**src/rtl/regfile_write_arbiter.sv**
```systemverilog
// Round-robin arbiter for the single register-file write port, with a registered write
// stage and a per-register pending-write scoreboard that feeds the issue stage's stalls.
module regfile_write_arbiter #(
  parameter int unsigned N_REQ = 3,
  parameter int unsigned CNT_W = 2
) (
  input  logic                  clk,
  input  logic                  rst,
  input  logic [N_REQ-1:0]      req_valid,
  output logic [N_REQ-1:0]      req_ready,
  input  logic [5*N_REQ-1:0]    req_waddr,
  input  logic [32*N_REQ-1:0]   req_wdata,
  output logic                  wen,
  output logic [4:0]            waddr,
  output logic [31:0]           wdata,
  input  logic                  issue_valid,
  input  logic [4:0]            issue_waddr,
  output logic                  issue_ready,
  output logic [31:0]           busy
);

  localparam int unsigned PtrW = $clog2(N_REQ);
  localparam logic [CNT_W-1:0] CntMax = '1;

  logic [PtrW-1:0]  ptr_q, ptr_d;
  logic [PtrW-1:0]  gnt_idx, scan_idx;
  logic             gnt_found;
  logic [4:0]       sel_waddr;
  logic [31:0]      sel_wdata;

  logic             wen_q, wen_d;
  logic [4:0]       waddr_q, waddr_d;
  logic [31:0]      wdata_q, wdata_d;

  logic [CNT_W-1:0] cnt_q [32];
  logic [CNT_W-1:0] cnt_d [32];
  logic [31:0]      inc_vec, dec_vec;
  logic             issue_fire;

  // First valid requester at or after ptr, wrapping modulo N_REQ.
  always_comb begin
    req_ready = '0;
    gnt_found = 1'b0;
    gnt_idx   = '0;
    scan_idx  = '0;
    for (int k = 0; k < int'(N_REQ); k++) begin
      scan_idx = PtrW'((int'(ptr_q) + k) % int'(N_REQ));
      if (!gnt_found && req_valid[scan_idx]) begin
        gnt_found = 1'b1;
        gnt_idx   = scan_idx;
      end
    end
    if (gnt_found) begin
      req_ready[gnt_idx] = 1'b1;
    end
  end

  always_comb begin
    sel_waddr = '0;
    sel_wdata = '0;
    for (int i = 0; i < int'(N_REQ); i++) begin
      if (req_ready[i]) begin
        sel_waddr = req_waddr[5*i +: 5];
        sel_wdata = req_wdata[32*i +: 32];
      end
    end
  end

  always_comb begin
    ptr_d   = ptr_q;
    wen_d   = 1'b0;
    waddr_d = waddr_q;
    wdata_d = wdata_q;
    if (gnt_found) begin
      ptr_d   = (int'(gnt_idx) == int'(N_REQ) - 1) ? '0 : gnt_idx + PtrW'(1);
      // r0 writes are accepted but never reach the register file.
      wen_d   = (sel_waddr != 5'd0);
      waddr_d = sel_waddr;
      wdata_d = sel_wdata;
    end
  end

  always_ff @(posedge clk) begin
    if (rst) begin
      ptr_q   <= '0;
      wen_q   <= 1'b0;
      waddr_q <= '0;
      wdata_q <= '0;
    end else begin
      ptr_q   <= ptr_d;
      wen_q   <= wen_d;
      waddr_q <= waddr_d;
      wdata_q <= wdata_d;
    end
  end

  assign wen   = wen_q;
  assign waddr = waddr_q;
  assign wdata = wdata_q;

  assign issue_ready = (issue_waddr == 5'd0) || (cnt_q[issue_waddr] != CntMax);
  assign issue_fire  = issue_valid && issue_ready && (issue_waddr != 5'd0);

  always_comb begin
    inc_vec = '0;
    dec_vec = '0;
    for (int r = 1; r < 32; r++) begin
      inc_vec[r] = issue_fire && (issue_waddr == 5'(r));
      dec_vec[r] = wen_q && (waddr_q == 5'(r));
    end
  end

  // Simultaneous inc and dec cancel; a decrement of zero saturates instead of wrapping.
  always_comb begin
    busy = '0;
    for (int r = 0; r < 32; r++) begin
      cnt_d[r] = cnt_q[r];
      if (r == 0) begin
        cnt_d[r] = '0;
      end else if (inc_vec[r] && !dec_vec[r]) begin
        cnt_d[r] = cnt_q[r] + CNT_W'(1);
      end else if (dec_vec[r] && !inc_vec[r] && (cnt_q[r] != '0)) begin
        cnt_d[r] = cnt_q[r] - CNT_W'(1);
      end
      busy[r] = (r != 0) && (cnt_q[r] != '0);
    end
  end

  always_ff @(posedge clk) begin
    for (int r = 0; r < 32; r++) begin
      if (rst) begin
        cnt_q[r] <= '0;
      end else begin
        cnt_q[r] <= cnt_d[r];
      end
    end
  end

  // Committing a write that was never issued means the issue logic lost track.
  always_ff @(posedge clk) begin
    if (!rst && wen_q) begin
      assert (cnt_q[waddr_q] != '0)
        else $error("commit to r%0d with no pending write", waddr_q);
    end
  end

endmodule

```
**config.mk**
```make
export PLATFORM = sky130hd
export DESIGN_NAME = regfile_write_arbiter
export DESIGN_NICKNAME = d
export VERILOG_FILES = /design/src/rtl/regfile_write_arbiter.sv
export SDC_FILE = /design/constraint.sdc
export NUM_CORES = 1
export LEC_CHECK = 0
export ABC_AREA = 0
export CORE_AREA = 2 2 158 160
export CTS_CLUSTER_DIAMETER = 80
export DETAILED_ROUTE_END_ITERATION = 8
export DIE_AREA = 0 0 160 162
export PLACE_DENSITY = 0.48
export SYNTH_ARGS = -nofsm -noshare
export SYNTH_HDL_FRONTEND = slang
export SYNTH_SLANG_ARGS = --single-unit
```
**constraint.sdc**
```tcl
create_clock -name clk -period 7.8 [get_ports clk]
set_input_delay 1.17 -clock clk [delete_from_list [all_inputs] [get_ports clk]]
set_output_delay 1.17 -clock clk [all_outputs]
set_load 0.02 [all_outputs]
```
==> impl_metrics.yaml <==
run_status:
  status: "complete, no violations"
detailed_routing:
  postRouteAntennaNets: 0
  drtIter0Drc: 286
  drcViolationCount: 0
  routed_via_density: 5.03
  vias: 6485
  wl_per_cell_um: 17.4
  dr.pass1.iters: 5
  wl_mm: 22.4
logic_synthesis:
  synth-simple-area-share_pct: 24.0
  ys.warnings.count: 0
  ys_seq_area_share_pct: 30.7
  synth.distinct_cells: 76
  ys_seq_elements: 102
  synth_area_per_cell_um2: 8.35
  synth_top_family_by_area: "compound AO/OA/AOI/OAI gates"
  synth_compound_area_share_pct: 30.3
  synth_cells: 796
  synth_top_flop_cell: "dfxtp_1"
  synthArstFlopShare_pct: 0
  synth_edf_count: 0
  muxShareOfSynthArea_pct: 8.87
  synth_area_um2: 6640
  syn_nets: 922
  synth_fa_ha_area_share_pct: 0.753
  synth_xor_area_share_pct: 0.923
sta:
  fmax_mhz: 169
  hold_viol_final: 0
  timing.setup.tns_ps: 0
  slew_viol_final: 0
  rsz0062_at_grt: "no"
  tightest_slew_ps: 962
  fin_crit_sh_pct: 75.8
  finClkSkew_ps: 10.6
  min_period_ps: 5910
  slew_headroom_pct: 35.7
  setup_violations: 0
clocking:
  cts_root_buffer: "clkbuf_16"
  cts_sinks: 102
  cts_tree: "built"
  cts-htree-levels: 3
  cts_resized: 0
  clk_latency_ps: 360
  cts_made_buffers: 9
  postCtsHoldBufs: 0
  post_cts_buffers: 0
  cts.clk_slew.worst_paths_ps: 70
  cts_buffer_depth: 2
floorplan:
  die-width_um: 160
  die_h_um: 162
  start_util_pct: 27.6
  rows: 57
  num_io_pins: 196
  dieArea_um2: 25900
  core_um2: 24100
critical_path:
  crit_start: "issue_waddr[0]"
  critPathCaptureType: "output port"
  worstPathMaxFanout: 20
  critPathKind: "in2out"
  crit_required_ps: 6630
  worstPathArrival_ps: 4740
  r2r_start: "ptr_q[0]"
  setup.worst_path.start_class: "primary input"
place:
  dpl.hpwl_mm: 16.8
  port_buffers: 194
  postPlaceCellArea_um2: 8800
  gp_congestion: 0.780
pwr:
  p_switching_uw: 987
  leakagePower_nw: 3.46
  intPower_mw: 1.40
  p_sw_share_pct: 41.4
  combPwrFrac_pct: 52.2
  ir_drop_mv: 0.169
  p_clk_share_pct: 19.7
  pwr-share-seq_pct: 28.1
  power.density_nw_per_um2: 262
cells_and_area:
  area_growth_pct: 37.1
  drive_gt1_share_pct: 10.8
  layout_common_cells: "clkdlybuf4s50_1, dfxtp_1, a21oi_1"
  final_nets: 1084
  final_common_cell: "clkdlybuf4s50_1"
  postLayoutCellArea_um2: 9110
grt:
  met3_usage_pct: 5.21
  grt_pass1_wl_mm: 34.9
  antenna_found_initial: 2
  grt_start_max_net_pins: 76
  grt_overflow_total: 0
  grt_usage_pct: 17.1
  grtUsageMet1_pct: 21.4
  grt.busiest_layer: "met2"
  first_global_vias: 6300
  met2_usage_pct: 28.4
worst_hold_path:
  min_from: "wdata[31]"
  min-delay-path-class: "reg2reg"
flow_run:
  drv_cap: 0
==> worst max-delay path, stage by stage <==
cell and delay [ps]:
clkdlybuf4s50_1 1100, mux4_2 660, mux2_4 310, a21oi_4 280, or2_1 200, a21boi_0 330
clkdlybuf4s50_1 670
==> registers in the layout (all words and copies together) (netlist names) <==
register  count
cnt_q        62
waddr         5
wdata        32
ptr_q         2
wen           1
==> kinds of logic after synthesis <==
family / count (synthesis)
xor+xnor: 7
simple gates: 295
flops: 102
fa+ha+maj: 4
compound gates: 274
mux: 49
other cells: 1
buf+inv: 64
==> stage by stage <==
stage,util (%),hold WS [ps],worst slack [ps],cells,power [mW]
detailed placement,36.5,446,1890,1271,1.93
global placement,36.5,438,1970,1271,1.94
floorplan,-,463,3540,796,1.50
CTS,37.8,458,1890,1287,2.42
finish,37.8,453,1890,1288,2.38
global route,37.8,469,1760,1287,2.55
==> power groups by stage <==
stage	Sequential (mW)	Combinational (mW)	Clock, mW
after floorplan	0.761	0.738	0
after global placement	0.679	1.26	0
after detailed placement	0.680	1.25	0
after CTS	0.671	1.26	0.488
after global routing	0.683	1.36	0.510
final	0.670	1.24	0.471
==> synth_stat cells, types with 3 or more instances <==
master,instances,area (µm²)
a21oi_1,68,340
a211oi_1,22,165
nand2_1,62,233
or2_2,37,231
nor3_1,19,95.1
clkbuf_1,28,105
nor2_1,62,233
a21boi_1,7,52.6
dfxtp_1,102,2040
xnor2_1,7,61.3
or3_1,8,50.1
ha_1,4,50.1
nand3b_1,7,52.6
o21ai_0,46,230
a311oi_1,5,43.8
o21ba_1,5,50.1
mux2_2,5,56.3
inv_1,15,56.3
mux4_2,7,158
nand2b_1,25,156
buf_4,6,45.0
o21a_1,9,67.6
and3_1,17,106
and2_1,6,37.5
o211a_1,11,110
nor2b_1,6,37.5
o21ai_1,7,35.0
o2111a_1,4,45.0
nor4b_2,6,90.1
buf_2,8,40.0
a211o_1,46,403
a221oi_2,5,75.1
a31oi_1,3,18.8
o211ai_1,4,30.0
nor3b_1,4,30.0
a221oi_1,5,43.8
nand3_1,23,115
buf_1,4,15.0
mux2i_1,36,360
==> per-layer routing <==
| layer | wire, µm | up-vias |
|---|---|---|
| li1 | - | 3276 |
| met1 | 9850 | 2979 |
| met2 | 10300 | 208 |
| met3 | 1850 | 20 |
| met4 | 384 | 2 |
| met5 | 13 | - |
==> final timing paths <==
path                 end  slack, ps  cells past startpoint
max          issue_ready       1890                      7
min            wdata[31]        450                      2
max reg2reg          wen       4610                     10
min reg2reg    wdata[31]        450                      2
==> layout make-up <==
type,count,area (µm²)
antenna,1,2.50
clock buffer,9,225
clock inverter,7,73.8
fill,2615,15000
inverter,16,60.1
multi-input combinational,630,4320
sequential,102,2040
tap,324,405
timing repair buffer,199,1980
No activity file was read; power rests on OpenSTA's default activity.
